[src/rtl/baud_tick_gen.sv]
// baud_tick_gen
// Fractional baud-rate tick generator for the UART TX/RX FSMs.
// A cycle counter runs from 0 up to a terminal limit of active_int + carry.
// When it reaches the limit, one end-of-period event occurs. Each event adds
// the fractional divisor into a phase accumulator, and the accumulator's
// carry out stretches the following period by one cycle. Over time the
// average tick spacing is therefore div_int + 1 + div_frac / 2^FRAC_BITS.
// Each event also advances an oversample phase counter, which produces
// mid-bit and bit-boundary ticks.
//
// Divisor updates go through a shadow register. A load is captured
// immediately, but it only reaches the active divisor at a safe point:
// - at an end-of-period event, or
// - while the generator is paused (enable low), or
// - on a synchronous clear.
// This keeps the period that is already in progress intact.
//
// There is no FSM in this block. The only sequencing state is cnt, acc,
// carry and phase. phase is exported directly.
module baud_tick_gen #(
  parameter int              BITS        = 10,
  parameter int              FRAC_BITS   = 4,
  parameter int              OVERSAMPLE  = 16,
  parameter logic [BITS-1:0] DEFAULT_INT = '0
) (
  input  logic                          clk,
  input  logic                          reset,
  input  logic                          enable,
  input  logic                          clear,
  input  logic                          load,
  input  logic [BITS-1:0]               div_int,
  input  logic [FRAC_BITS-1:0]          div_frac,
  output logic                          sample_tick,
  output logic                          mid_tick,
  output logic                          bit_tick,
  output logic [$clog2(OVERSAMPLE)-1:0] phase
);

  // OVERSAMPLE must be a power of two (>= 2), so the phase counter wraps
  // naturally at its own width.
  localparam int              PH_W      = $clog2(OVERSAMPLE);
  localparam logic [PH_W-1:0] MID_PHASE = PH_W'(OVERSAMPLE / 2);
  localparam logic [BITS:0]   CNT_ONE   = (BITS+1)'(1);

  // Counter is one bit wider than the divisor. The limit can reach
  // 2^BITS when active_int is all ones and the carry is set.
  logic [BITS:0]          cnt;
  logic [FRAC_BITS-1:0]   acc;
  logic                   carry;

  // Active divisor (in use) and shadow divisor (last load not yet applied).
  logic [BITS-1:0]        act_int;
  logic [FRAC_BITS-1:0]   act_frac;
  logic [BITS-1:0]        shadow_int;
  logic [FRAC_BITS-1:0]   shadow_frac;
  logic                   pend;

  logic [BITS:0]          limit;
  logic                   period_end;
  logic [FRAC_BITS:0]     frac_sum;
  logic [PH_W-1:0]        phase_next;
  logic                   pend_eff;
  logic [BITS-1:0]        next_int;
  logic [FRAC_BITS-1:0]   next_frac;
  logic                   apply_div;

  // Period bookkeeping and divisor hand-over decisions.
  always_comb begin
    limit      = {1'b0, act_int} + {{BITS{1'b0}}, carry};
    // clear wins over enable and suppresses the event entirely.
    period_end = enable & ~clear & (cnt == limit);
    frac_sum   = {1'b0, acc} + {1'b0, act_frac};
    phase_next = phase + PH_W'(1);
    // A load arriving on the same edge as a hand-over point is forwarded.
    // This way "load with clear" and "load while paused" take effect at once.
    pend_eff   = pend | load;
    next_int   = load ? div_int  : shadow_int;
    next_frac  = load ? div_frac : shadow_frac;
    apply_div  = pend_eff & (clear | ~enable | period_end);
  end

  // Cycle counter: restart on clear, hold while paused, otherwise count to
  // the limit and wrap to zero.
  // If a paused reload shrinks the divisor below an in-flight count, the
  // counter runs round its full width before it matches again. A clear
  // restarts it cleanly.
  always_ff @(posedge clk or negedge reset) begin
    if (!reset) begin
      cnt <= '0;
    end else if (clear) begin
      cnt <= '0;
    end else if (enable) begin
      if (period_end) cnt <= '0;
      else            cnt <= cnt + CNT_ONE;
    end
  end

  // Fractional accumulator and oversample phase, both advanced once per
  // period end.
  always_ff @(posedge clk or negedge reset) begin
    if (!reset) begin
      acc   <= '0;
      carry <= 1'b0;
      phase <= '0;
    end else if (clear) begin
      acc   <= '0;
      carry <= 1'b0;
      phase <= '0;
    end else if (period_end) begin
      {carry, acc} <= frac_sum;
      phase        <= phase_next;
    end
  end

  // Shadow capture on load. The active divisor is replaced only at a safe
  // hand-over point. The last load before that point wins.
  always_ff @(posedge clk or negedge reset) begin
    if (!reset) begin
      shadow_int  <= DEFAULT_INT;
      shadow_frac <= '0;
      act_int     <= DEFAULT_INT;
      act_frac    <= '0;
      pend        <= 1'b0;
    end else begin
      if (load) begin
        shadow_int  <= div_int;
        shadow_frac <= div_frac;
      end
      if (apply_div) begin
        act_int  <= next_int;
        act_frac <= next_frac;
        pend     <= 1'b0;
      end else if (load) begin
        pend <= 1'b1;
      end
    end
  end

  // Registered tick outputs. mid and bit ticks are qualified by the phase
  // value that this event moves into.
  always_ff @(posedge clk or negedge reset) begin
    if (!reset) begin
      sample_tick <= 1'b0;
      mid_tick    <= 1'b0;
      bit_tick    <= 1'b0;
    end else begin
      sample_tick <= period_end;
      mid_tick    <= period_end & (phase_next == MID_PHASE);
      bit_tick    <= period_end & (phase_next == '0);
    end
  end

endmodule

[config.mk]
export PLATFORM = sky130hd
export DESIGN_NAME = baud_tick_gen
export DESIGN_NICKNAME = d
export VERILOG_FILES = /design/src/rtl/baud_tick_gen.sv
export SDC_FILE = /design/constraint.sdc
export NUM_CORES = 1
export LEC_CHECK = 0
export BUFFER_PORTS_ARGS = -buffer_cell sky130_fd_sc_hd__buf_4
export CAP_MARGIN = 20
export CORE_MARGIN = 2
export CORE_UTILIZATION = 40
export DETAILED_ROUTE_END_ITERATION = 7
export HOLD_SLACK_MARGIN = 0.06
export PLACE_DENSITY_LB_ADDON = 0.1
export SLEW_MARGIN = 20
export SYNTH_ARGS = -nofsm -noshare
export SYNTH_HDL_FRONTEND = slang
export SYNTH_SLANG_ARGS = --single-unit
[constraint.sdc]
create_clock -name clk -period 3.5 [get_ports clk]
set_input_delay 0.7 -clock clk [delete_from_list [all_inputs] [get_ports clk]]
set_output_delay 0.7 -clock clk [all_outputs]
set_load 0.02 [all_outputs]
==> run metrics <==
status=completed; top-area cell type share of the netlist area=0.460; Slew @ Worst Pin=0.665 ns; Root Buffer=clkbuf_8; post-route minimum period=3.09 ns; RSZ-0062 raised after global routing=no; antenna viol nets, final=0; Final Cycle Share=0.884; Warnings, synthesis=0; die area=0.00776 sq mm; Fillers=710; Finished Core Util=0.461; Total Neg Setup Slack=0 ns; clk_skew=0.00862 ns; Post-Syn Nets=283; clk_lat worst skew=0.31 ns; routed length per placed instance=14.8 microns; synthesized cell area=0.00283 sq mm; startpoint types=register; Netlist cell types=49; cells along the critical path=ha_1 -> ha_1 -> inv_1 -> or4_1 -> a221oi_2 -> nand3_4 -> or2_1 -> mux2_4; EDFF count, synth=0; CP max stage cell=or4_1; cells after synthesis=254; I/O Buffers=25; CTS Buffer Depth=2; clk sinks=52; endpoints failing hold=0; total setup buffers inserted after CTS=0; max-cap violation count=0; sequential area share after synthesis=0.460; Critical Path AT=3.29 ns; Post-synth ARST share=1.00; Synth Register Bits=52; # resized after CTS=0; Pleak=1.44 nW; DRC Markers=0; TritonCTS clock tree=yes; Chip Height=88.1 microns; power density cells=391 mW/mm^2; crit-path most repeated cell=ha_1; global-route wire length before repair=9.40 mm; f_max=323 MHz; Routability Congestion=0.814; CTS Buf Count=5; 1st-iter DRT viols=70; gr ovfl total=0; CORE AREA=0.00683 sq mm; vias=1910; I/O pin count=26; CP max stage delay=0.54 ns; CP bufs+invs=1; CTS Hold Buffers Added=0; FP Rows=30; top_reg_cell synth=dfrtp_1; largest net degree at the start of global routing=53; CTS clk-pin slew, worst paths=0.10 ns; data required time of the worst path=3.70 ns; Routed WL=5.46 mm; Peak VDD IR=194 uV; layout overhead on the synthesized area=11.4%; leading area contributor after synthesis=dfrtp_1; Global Route Usage Sum=0.155; synth top area cells=dfrtp_1, mux2_1, mux2_2; Initial Util=0.414; Ant. Diodes=0; TritonRoute pass-1 iters=4; Vias/cell=5.18; Final #Nets=301; CP Class=register to register; post-DP HPWL=3.79 mm; maximum level of the CTS H-tree=2; syn avg cell area=11.1 sq um; share of cells above drive strength 1=0.201; slew margin rel.=0.557; Die W=88.1 microns; initial antenna violation count=0; endpoints failing setup=0; Worst Path Max Fanout=16; hold crit path type=input pin to async pin; max-slew violations=0; critical path capture point type=register; vias in the first global route=1912; Top delay family on crit path=simple AND/OR/NAND/NOR gates
==> worst register-to-register path, stage by stage, from the launching register on <==
cell	delay (ns)
dfrtp_1	0.36
ha_1	0.21
ha_1	0.33
inv_1	0.10
or4_1	0.54
a221oi_2	0.38
nand3_4	0.25
or2_1	0.47
mux2_4	0.36
==> registers in the layout, summed over array words and instances, names as in the netlist, 4 cells and up <==
register	cells
acc	4
act_frac	4
act_int	10
cnt	11
phase	4
shadow_frac	4
shadow_int	10
==> power by group <==
group	internal [mW]	leakage [nW]	total [mW]	switching (mW)
Combinational	0.0913	0.736	0.179	0.0881
Clock	0.143	0.0456	0.349	0.206
Sequential	0.650	0.661	0.702	0.0526
Total	0.884	1.44	1.23	0.347
==> metrics by stage <==
stage	hold WS (ns)	cell area (sq um)	total power, mW	instances	setup slack [ns]
floorplan	0.404	2830	0.835	254	0.736
global placement	0.475	3070	0.894	361	0.464
detailed placement	0.487	3070	0.898	361	0.392
CTS	0.445	3150	1.25	369	0.375
global route	0.477	3150	1.30	369	0.167
finish	0.422	3150	1.23	369	0.406
==> synth_stat cells, types with 2 or more instances <==
| cell type | number |
|---|---|
| a21o_1 | 2 |
| a21oi_1 | 5 |
| a221o_1 | 2 |
| and3_1 | 7 |
| and4b_1 | 2 |
| buf_2 | 3 |
| buf_6 | 2 |
| clkbuf_1 | 8 |
| dfrtp_1 | 52 |
| ha_1 | 9 |
| inv_1 | 4 |
| mux2_1 | 15 |
| mux2_2 | 14 |
| mux2_4 | 3 |
| mux2i_1 | 5 |
| nand2_1 | 20 |
| nand2b_1 | 7 |
| nand3_1 | 8 |
| nand3b_1 | 2 |
| nand4_1 | 2 |
| nor2_1 | 7 |
| nor2b_1 | 6 |
| nor3_1 | 6 |
| nor3b_1 | 11 |
| nor4_1 | 3 |
| o21ai_0 | 4 |
| o21ai_1 | 8 |
| o31a_1 | 2 |
| or4_1 | 3 |
| xnor2_1 | 10 |
| xor2_1 | 4 |
==> final cells by class <==
type	instances	area [sq um]	area share
clock buffers	6	72.6	0.0230
clock inverters	2	13.8	0.00437
inverters	5	18.8	0.00595
multi-input cells	183	1440	0.456
flip-flops and latches	52	1300	0.413
well taps	96	120	0.0381
repair buffers	25	188	0.0595
==> path summary, 6_finish.rpt <==
path,start,end,slack (ns),cells after the start
max in group asynchronous,reset,shadow_int[2],2.64,1
worst max register to register,carry,acc[1],0.41,8
worst min register to register,shadow_int[2],shadow_int[2],0.50,1
worst max-delay path,carry,acc[1],0.41,8
worst min-delay path,reset,shadow_int[5],0.42,1
min in group clk,shadow_int[2],shadow_int[2],0.50,1
==> routing by layer <==
metal / part of all wire / up-vias / track usage / wire length [microns]
li1: - / 951 / - / -
met1: 0.49 / 930 / 0.214 / 2690
met2: 0.47 / 24 / 0.250 / 2590
met3: 0.023 / 5 / 0.0302 / 125
met4: 0.011 / 0 / 0.0413 / 59
met5: 0 / - / 0 / 0
==> logic make-up after synthesis <==
family	after synthesis	synth area share
and+or+nand+nor	88	0.184
xor gates and xnor gates	14	0.0433
muxes	37	0.149
buffers and inverters	19	0.0318
AOI/OAI and AO/OA	34	0.0854
adders and majority gates	10	0.0469
DFF	52	0.460
==> cell usage in the layout (no fill, tap or decap), types with 2 or more instances in the layout <==
master,instances
nor3_1,6
nand4_1,2
nor3b_1,11
a21o_1,2
and4b_1,2
nand3_1,8
mux2i_1,5
clkbuf_8,5
nand2b_1,7
or4_1,3
nor2_1,7
and3_1,7
o21ai_1,8
xor2_1,4
inv_1,4
mux2_2,14
mux2_4,3
mux2_1,15
nor4_1,3
o21ai_0,4
buf_4,25
xnor2_1,10
a21oi_1,5
nand3b_1,2
nand2_1,20
a221o_1,2
ha_1,9
dfrtp_1,52
nor2b_1,6
o31a_1,2
Note: power is estimated with default switching activity, not from simulation.
